==> config.mk <==
export PLATFORM = sky130hd
export DESIGN_NAME = bcd_counter_bank
export DESIGN_NICKNAME = d
export VERILOG_FILES = /design/src/rtl/bcd_pkg.sv /design/src/rtl/press_repeat_fsm.sv /design/src/rtl/bcd_counter_bank.sv
export SDC_FILE = /design/constraint.sdc
export NUM_CORES = 1
export LEC_CHECK = 0
export BUFFER_PORTS_ARGS = -buffer_cell sky130_fd_sc_hd__clkbuf_2
export CORE_AREA = 4 4 129 131
export CTS_BUF_LIST = sky130_fd_sc_hd__clkbuf_16
export CTS_CLUSTER_SIZE = 14
export DETAILED_ROUTE_END_ITERATION = 8
export DIE_AREA = 0 0 133 135
export PLACE_DENSITY = 0.78
export REMOVE_ABC_BUFFERS = 1
export SYNTH_ARGS = -nofsm -noshare
export SYNTH_HDL_FRONTEND = slang
export SYNTH_SLANG_ARGS = --single-unit
==> constraint.sdc <==
create_clock -name clk -period 5.7 [get_ports clk]
set_input_delay 1.14 -clock clk [delete_from_list [all_inputs] [get_ports clk]]
set_output_delay 1.14 -clock clk [all_outputs]
set_load 0.005 [all_outputs]
==> src/rtl/bcd_pkg.sv <==
// Shared BCD helpers for the counter bank: digit constants, single-digit
// step functions returning {carry, digit}, multi-digit compare and FSM states.
package bcd_pkg;

   localparam int BCD_W      = 4;
   localparam int MAX_DIGITS = 8;

   localparam logic [BCD_W-1:0] DIGIT_MAX = 4'd9;
   localparam logic [BCD_W-1:0] DIGIT_MIN = 4'd0;

   typedef logic [BCD_W*MAX_DIGITS-1:0] bcd_word_t;

   typedef enum logic [1:0] {
      S_IDLE,
      S_HOLD,
      S_REPEAT
   } press_state_t;

   function automatic logic [BCD_W:0] bcd_inc(input logic [BCD_W-1:0] d);
      return (d >= DIGIT_MAX) ? {1'b1, DIGIT_MIN} : {1'b0, d + 4'd1};
   endfunction

   function automatic logic [BCD_W:0] bcd_dec(input logic [BCD_W-1:0] d);
      return (d == DIGIT_MIN) ? {1'b1, DIGIT_MAX} : {1'b0, d - 4'd1};
   endfunction

   // Valid BCD orders the same as binary, so a plain compare is exact.
   function automatic logic bcd_le(input bcd_word_t a, input bcd_word_t b);
      return a <= b;
   endfunction

endpackage

==> src/rtl/press_repeat_fsm.sv <==
// One digit's press / auto-repeat engine: a step request on press, one after
// REPEAT_DELAY ticks of holding, then one every REPEAT_PERIOD ticks.
module press_repeat_fsm
   import bcd_pkg::*;
#(
   parameter int REPEAT_DELAY  = 500,
   parameter int REPEAT_PERIOD = 100,
   parameter int TMR_W         = 10
) (
   input  logic clk,
   input  logic rst_n,
   input  logic tick,
   input  logic level,
   output logic set_pending
);

   localparam logic [TMR_W-1:0] DELAY_LD  = TMR_W'(REPEAT_DELAY);
   localparam logic [TMR_W-1:0] PERIOD_LD = TMR_W'(REPEAT_PERIOD);

   press_state_t     state, state_nxt;
   logic [TMR_W-1:0] timer, timer_nxt;

   always_ff @(posedge clk or negedge rst_n) begin
      if (!rst_n) begin
         state <= S_IDLE;
         timer <= '0;
      end else begin
         state <= state_nxt;
         timer <= timer_nxt;
      end
   end

   always_comb begin
      state_nxt   = state;
      timer_nxt   = timer;
      set_pending = 1'b0;
      if (!level) begin
         state_nxt = S_IDLE;
         timer_nxt = '0;
      end else begin
         case (state)
            S_IDLE: begin
               set_pending = 1'b1;
               timer_nxt   = DELAY_LD;
               state_nxt   = S_HOLD;
            end
            S_HOLD, S_REPEAT: begin
               // Expiry is detected on the tick that would take the timer to 0.
               if (tick) begin
                  if (timer <= TMR_W'(1)) begin
                     set_pending = 1'b1;
                     timer_nxt   = PERIOD_LD;
                     state_nxt   = S_REPEAT;
                  end else begin
                     timer_nxt = timer - TMR_W'(1);
                  end
               end
            end
            default: state_nxt = S_IDLE;
         endcase
      end
   end

endmodule

==> src/rtl/bcd_counter_bank.sv <==
// Multi-digit BCD counter: per-digit press/repeat engines feed a single-step
// arbiter driving a carry-chain or per-digit datapath with a min/max window.
module bcd_counter_bank
   import bcd_pkg::*;
#(
   parameter int DIGITS        = 4,
   parameter int TICK_DIV      = 1000,
   parameter int REPEAT_DELAY  = 500,
   parameter int REPEAT_PERIOD = 100,
   parameter int TMR_W         = 10
) (
   input  logic                  clk,
   input  logic                  rst_n,
   input  logic [DIGITS-1:0]     inc_req,
   input  logic                  up_dn,
   input  logic                  carry_en,
   input  logic                  limit_en,
   input  logic                  load_max,
   input  logic                  load_min,
   input  logic                  clear,
   output logic [4*DIGITS-1:0]   count_out,
   output logic [4*DIGITS-1:0]   max_out,
   output logic [4*DIGITS-1:0]   min_out,
   output logic                  wrap_pulse,
   output logic                  busy
);

   localparam int W  = BCD_W * DIGITS;
   localparam int PW = (TICK_DIV > 1) ? $clog2(TICK_DIV) : 1;
   localparam logic [W-1:0] ALL_NINES = {DIGITS{DIGIT_MAX}};

   logic [PW-1:0]     presc;
   logic              tick;
   logic [W-1:0]      count_r, max_r, min_r, step_cnt;
   logic [DIGITS-1:0] pending, set_pend, grant;
   logic              wrap_r, step_wrap, lim_ok;

   assign tick   = (presc == PW'(TICK_DIV - 1));
   assign grant  = pending & (~pending + DIGITS'(1));
   assign lim_ok = bcd_le(bcd_word_t'(min_r), bcd_word_t'(max_r));

   for (genvar j = 0; j < DIGITS; j++) begin : g_digit
      press_repeat_fsm #(
         .REPEAT_DELAY  (REPEAT_DELAY),
         .REPEAT_PERIOD (REPEAT_PERIOD),
         .TMR_W         (TMR_W)
      ) u_fsm (
         .clk         (clk),
         .rst_n       (rst_n),
         .tick        (tick),
         .level       (inc_req[j]),
         .set_pending (set_pend[j])
      );
   end

   always_comb begin : p_step
      logic             c;
      logic [BCD_W:0]   r;
      logic [BCD_W-1:0] d, mx, mn;
      step_cnt  = count_r;
      step_wrap = 1'b0;
      c  = 1'b0;
      r  = '0;
      d  = '0;
      mx = '0;
      mn = '0;
      if (carry_en) begin
         if (limit_en && lim_ok && up_dn &&
             bcd_le(bcd_word_t'(max_r), bcd_word_t'(count_r))) begin
            step_cnt  = min_r;
            step_wrap = 1'b1;
         end else if (limit_en && lim_ok && !up_dn &&
                      bcd_le(bcd_word_t'(count_r), bcd_word_t'(min_r))) begin
            step_cnt  = max_r;
            step_wrap = 1'b1;
         end else begin
            // Ripple starts at the granted digit; digits below are untouched.
            for (int i = 0; i < DIGITS; i++) begin
               if (grant[i] || c) begin
                  r = up_dn ? bcd_inc(count_r[BCD_W*i +: BCD_W])
                            : bcd_dec(count_r[BCD_W*i +: BCD_W]);
                  step_cnt[BCD_W*i +: BCD_W] = r[BCD_W-1:0];
                  c = r[BCD_W];
               end
            end
            if (c) begin
               step_cnt  = up_dn ? '0 : ALL_NINES;
               step_wrap = 1'b1;
            end
         end
      end else begin
         for (int i = 0; i < DIGITS; i++) begin
            if (grant[i]) begin
               d  = count_r[BCD_W*i +: BCD_W];
               mx = max_r[BCD_W*i +: BCD_W];
               mn = min_r[BCD_W*i +: BCD_W];
               if (limit_en && (mn <= mx) && (up_dn ? (d >= mx) : (d <= mn))) begin
                  step_cnt[BCD_W*i +: BCD_W] = up_dn ? mn : mx;
                  step_wrap = 1'b1;
               end else begin
                  r = up_dn ? bcd_inc(d) : bcd_dec(d);
                  step_cnt[BCD_W*i +: BCD_W] = r[BCD_W-1:0];
                  step_wrap = r[BCD_W];
               end
            end
         end
      end
   end

   always_ff @(posedge clk or negedge rst_n) begin
      if (!rst_n) begin
         presc   <= '0;
         count_r <= '0;
         max_r   <= ALL_NINES;
         min_r   <= '0;
         pending <= '0;
         wrap_r  <= 1'b0;
      end else begin
         presc <= tick ? '0 : presc + PW'(1);
         // Loads see the register value, i.e. the pre-step / pre-clear count.
         if (load_max) max_r <= count_r;
         if (load_min) min_r <= count_r;
         if (clear) begin
            count_r <= (limit_en && lim_ok) ? min_r : '0;
            pending <= '0;
            wrap_r  <= 1'b0;
         end else begin
            pending <= (pending | set_pend) & ~grant;
            if (|grant) count_r <= step_cnt;
            wrap_r <= (|grant) & step_wrap;
         end
      end
   end

   assign count_out  = count_r;
   assign max_out    = max_r;
   assign min_out    = min_r;
   assign wrap_pulse = wrap_r;
   assign busy       = |pending;

endmodule

==> results of run 1 <==
placed cells by master (no fill, tap or decap), types with 7 or more instances in the layout:
cell type,n
clkbuf_16,9
a31oi_1,20
o21bai_1,7
a21oi_1,59
o31ai_1,15
nor2_1,78
nor3b_1,7
ha_1,99
or2_2,7
or3_1,9
nand2_1,102
nor2b_1,12
nand3_1,18
a21o_1,14
xnor2_1,10
dfrtp_1,103
nand4_1,14
clkbuf_2,60
inv_1,91
nor3_1,26
nand2b_1,10
o21ai_0,101
a211oi_1,24
nor4_1,9
xor2_1,7
mux2i_1,34
o211a_1,7
and4_1,8
a22oi_1,17
dfstp_2,8
a32o_1,9
through the flow:
stage               instance area (um^2)  utilization  total power [W]  setup WS (ns)
global placement                    9640        0.618          0.00406           1.84
detailed placement                  9640        0.618          0.00413           1.77
global route                        9940        0.637          0.00524           1.72
finish                              9940        0.637          0.00484           1.86
floorplan                           9020            -          0.00323           2.75
CTS                                 9940        0.637          0.00480           1.96
per-layer routing:
layer	up-vias	GRT usage	share of wire	wire length, um
li1	4056	-	-	-
met1	3991	0.363	0.43	10600
met2	368	0.453	0.46	11400
met3	60	0.0432	0.071	1740
met4	0	0.106	0.032	775
met5	-	0	0	0
worst max-delay path by stage:
stage | from | endpoint | slack (ns) | cells after the start
detailed placement | up_dn | count_out[0] | 1.77 | 9
floorplan | count_out[15] | count_out[8] | 2.75 | 9
global placement | up_dn | count_out[4] | 1.84 | 9
CTS | max_out[7] | count_out[1] | 1.96 | 9
finish | max_out[7] | count_out[1] | 1.86 | 9
global route | count_out[15] | count_out[1] | 1.72 | 9
kinds of logic after synthesis:
family,count (synthesis)
xor gates and xnor gates,17
adders and majority gates,99
AOI/OAI and AO/OA,351
buffers and inverters,135
DFF,111
and+or+nand+nor,332
muxes,38
flip-flops by register name, indices dropped and copies added, names as in the netlist:
signal	count
count_out	16
presc	10
wrap_pulse	1
g_digit.u_fsm.timer	40
min_out	16
max_out	16
g_digit.u_fsm.state	8
pending	4
layout make-up:
| class | count | area (um^2) |
|---|---|---|
| timing repair buffer | 66 | 345 |
| sequential | 111 | 2790 |
| inverter | 91 | 342 |
| clock buffer | 9 | 225 |
| multi-input combinational | 837 | 5900 |
| tap | 216 | 270 |
| fill | 1321 | 5660 |
| clock inverter | 7 | 75.1 |
power groups by stage:
| stage | clock, W | combinational, W | sequential, W |
|---|---|---|---|
| finish | 0.000655 | 0.00274 | 0.00144 |
| global route | 0.000699 | 0.00306 | 0.00148 |
| CTS | 0.000665 | 0.00271 | 0.00143 |
| detailed placement | 0 | 0.00269 | 0.00145 |
| global placement | 0 | 0.00262 | 0.00145 |
| floorplan | 0 | 0.00191 | 0.00132 |
==> impl_metrics.yaml, run 1 <==
floorplanning:
  die_h_um: 135
  dieWidth_um: 133
  start_util: 0.590
  fp-row-count: 46
  die_area_um2: 18000
  io-pin-count: 62
  coreArea_um2: 15600
critical_path:
  crit_buf_inv: 1
  r2r_cells: 9
  worstPathMaxFanout: 16
  cpPeakStageDelay_ns: 0.87
  reg2reg_to: "count_out[1]"
  reg2reg_from: "max_out[7]"
  path_cells: "inv_1 > ha_1 > and3_1 > a221oi_1 > o31a_1 > o211ai_2 > a21oi_2 > a22oi_1 > a31oi_1"
  end_kind: "register"
  crit_slowest_cell: "a21oi_2"
  crit_required_ns: 5.98
  crit_type: "reg -> reg"
  crit_path_start_kind: "register"
  cp.arrival_ns: 4.12
  rrSetupSlack_ns: 1.86
  crit_family: "compound AO/OA/AOI/OAI gates"
power:
  p_clk_frac: 0.135
  sw_frac_of_total: 0.495
  p_int_w: 0.00245
  combPwrFrac: 0.567
  irDropWorstVdd_uv: 226
  leakagePower_nw: 4.56
  seq_power_share: 0.298
  powerDensity_nw_per_um2: 487
  p_switching_w: 0.00240
global_route:
  grt-ovfl-total: 0
  antenna_found_initial: 0
  grt_first_pass_wirelength_mm: 40.3
  grt_pass1_vias: 7992
  grt_usage: 0.274
  grt_max_degree: 70
drt:
  first_pass_iters: 5
  drc: 0
  wl_per_cell_um: 18.3
  routed_wl_mm: 24.5
  via_per_inst: 6.34
  antenna_left: 0
  drt_iter0_drc: 694
  via_count: 8475
cts:
  post_cts_resized: 0
  clk_latency_ns: 0.37
  cts.reportedPaths.clkPinSlew_ns: 0.08
  clockBufferDepth: 2
  cts_max_level: 3
  root_buffer: "clkbuf_16"
  clock-sinks: 111
  cts_tree: "built"
  cts_hold_repair.buffers: 0
  numCtsBuffers: 9
  post_cts_buffers: 0
sta:
  skew_ns: 0.0157
  setup_viol: 0
  whs_ns: 0.490
  tightest_slew_ns: 1.20
  tns_ns: 0
  min_period_ns: 3.84
  layout_worst_path_cycle_share: 0.674
  grt_setup_unrepaired: "no"
  hold_violations: 0
  fmax_ghz: 0.260
  slew_headroom: 0.196
  slew_viol_final: 0
synth:
  synthMuxAreaShare: 0.0443
  synth_area_leader_cell: "dfrtp_1"
  ys_seq_area_frac: 0.303
  avgSynthCellArea_um2: 8.49
  ys.flop_type: "dfrtp_1"
  synth-seq-cells: 111
  synth_edf_count: 0
  yosys-top-cells-count: "103 x dfrtp_1, 102 x nand2_1, 101 x o21ai_0"
  syn-instance-count: 1083
  synth_top_family_by_area: "compound AO/OA/AOI/OAI gates"
  yosysWarnings: 0
  syn_area_um2: 9200
  synthAdderAreaFrac: 0.135
  yosys.area_share.xor_xnor: 0.0162
  synth_simple_gate_area_frac: 0.182
  synth-compound-area-share: 0.263
  synth.area.top_cells: "dfrtp_1 28%, ha_1 13%, o21ai_0 5.5%"
  netlist.area_leader.share: 0.280
  async_reset_ff_frac: 1.00
  yosysMostFrequentCell: "dfrtp_1"
  yosysUniqueCellTypes: 89
worst_hold_path:
  worstHoldPathType: "reg -> reg"
  holdPathStages: 1
  hold_end: "presc[0]"
  min_from: "presc[0]"
placement:
  gp_congestion: 0.934
  port_buffers: 61
  dpl.hpwl_mm: 17.8
  dp.cells: 1321
cells_and_area:
  final_nets: 1227
  area_growth_pct: 8.05
  drive_gt1_frac: 0.112
  final_cells: 1337
  n_antenna_cell: 0
run_status:
  status: "finished clean"
flow_run:
  cap_violations: 0
No activity file was read; power rests on OpenSTA's default activity.
==> run 2: changes to the inputs <==
- clock period: 5.7 -> 4 ns (I/O delays scaled with it)
==> impl_metrics.yaml, run 2 (synthesis gave the netlist of run 1 again) <==
cells_and_area:
  mostFrequentLayoutCells: "103 x dfrtp_1, 102 x nand2_1, 101 x o21ai_0, 99 x ha_1, 91 x inv_1"
  n_antenna_cell: 0
  drive_gt1_frac: 0.127
  area_growth_pct: 10.1
  max_flop_register: "g_digit.u_fsm.timer"
  final_common_cell: "dfrtp_1"
  largest_register_ffs: 40
  fin_util: 0.649
  final_nets: 1248
drt:
  drt_iter0_drc: 735
  first_pass_iters: 5
  routed_wl_mm: 24.8
  antenna_left: 0
  wl_per_cell_um: 18.3
  drc: 0
  via_per_inst: 6.29
  via_count: 8536
cts:
  numCtsBuffers: 9
  clock-sinks: 111
  post_cts_buffers: 0
  cts_max_level: 3
  cts_tree: "built"
  cts.reportedPaths.clkPinSlew_ns: 0.08
  root_buffer: "clkbuf_16"
  clk_latency_ns: 0.37
  clockBufferDepth: 2
  post_cts_resized: 0
  cts_hold_repair.buffers: 0
sta:
  tns_ns: 0
  grt_setup_unrepaired: "no"
  slew_viol_final: 0
  layout_worst_path_cycle_share: 0.842
  min_period_ns: 3.37
  slew_headroom: 0.372
  hold_violations: 0
  fmax_ghz: 0.297
  skew_ns: 0.0130
  whs_ns: 0.498
  tightest_slew_ns: 0.930
  setup_viol: 0
  timing.final.ws_setup_ns: 0.632
floorplanning:
  fp-row-count: 46
  start_util: 0.590
  die_area_um2: 18000
  coreArea_um2: 15600
  die_h_um: 135
  io-pin-count: 62
  dieWidth_um: 133
critical_path:
  r2r_cells: 10
  reg2reg_from: "count_out[12]"
  path_cells: "inv_1 > ha_1 > and4_1 > and3_1 > a21boi_1 > or4_1 > a21oi_2 > buf_4 > a22oi_1 > a31oi_1"
  crit_slowest_cell: "dfrtp_1"
  crit_type: "reg -> reg"
  cp.arrival_ns: 3.66
  rrSetupSlack_ns: 0.63
  worstPathMaxFanout: 13
  end_kind: "register"
  cpPeakStageDelay_ns: 0.61
  reg2reg_to: "count_out[1]"
  crit_path_start_kind: "register"
  crit_required_ns: 4.29
power:
  powerDensity_nw_per_um2: 701
  irDropWorstVdd_uv: 315
  leakagePower_nw: 4.67
global_route:
  antenna_found_initial: 0
  grt_pass1_vias: 8176
  grt-ovfl-total: 0
  grt_usage: 0.282
  grt_first_pass_wirelength_mm: 41.5
  grt_max_degree: 57
placement:
  port_buffers: 61
  gp_congestion: 0.974
  dpl.hpwl_mm: 18.3
  post-place-ws_ns: 0.693
run_status:
  status: "finished clean"
worst_hold_path:
  min_from: "presc[9]"
  holdPathStages: 1
  worstHoldPathType: "reg -> reg"
  hold_end: "presc[9]"
flow_run:
  cap_violations: 0
run 2: cell types whose count changed in the layout (fill, tap and decap cells not counted):
cell / before / now
buf_12: 0 / 1
buf_4: 6 / 26
bufinv_16: 0 / 1
clkinv_2: 1 / 0
clkinv_4: 2 / 0
clkinvlp_4: 0 / 1
inv_12: 1 / 0
inv_8: 1 / 3
o41ai_1: 0 / 1
o41ai_2: 1 / 0
run 2: metrics by stage:
step / instance area (um^2) / instances / power [W]
floorplan: 9020 / 1039 / 0.00460
CTS: 10100 / 1358 / 0.00704
finish: 10100 / 1358 / 0.00710
detailed placement: 9800 / 1342 / 0.00601
global placement: 9800 / 1342 / 0.00594
global route: 10100 / 1358 / 0.00768
run 2: area by class of cell:
class,instances,area (um^2)
Sequential cell,111,2790
Fill cell,1357,5470
Clock buffer,9,225
Multi-Input combinational cell,837,5890
Inverter,91,342
Timing Repair Buffer,87,515
Clock inverter,7,96.3
Tap cell,216,270
run 2: how the worst max path moves through the flow:
stage                  startpoint       endpoint  cells after the start
finish              count_out[12]   count_out[1]                     10
global route        count_out[13]   count_out[2]                     10
CTS                 count_out[13]   count_out[1]                     10
detailed placement          up_dn     wrap_pulse                      8
global placement            up_dn  count_out[11]                      8
floorplan           count_out[15]   count_out[8]                      9
run 2: worst max-delay path, delay by kind of cell, from the launching register on:
kind	cells	cell delay (ns)
simple gates	3	0.97
compound gates	4	0.91
flops	1	0.61
buf+inv	2	0.47
fa+ha+maj	1	0.32
run 2: routing by layer:
metal / up-vias / GRT usage / wire, um
met5: - / 0 / 0
met4: 0 / 0.109 / 788
met3: 65 / 0.0540 / 1760
met2: 329 / 0.463 / 11600
met1: 4061 / 0.370 / 10700
li1: 4081 / - / -
run 2: where the power goes:
| group | internal, W | switching (W) | total, W |
|---|---|---|---|
| clock | 0.000508 | 0.000480 | 0.000988 |
| combinational | 0.00170 | 0.00250 | 0.00420 |
| sequential | 0.00144 | 0.000466 | 0.00190 |
| total | 0.00365 | 0.00345 | 0.00710 |
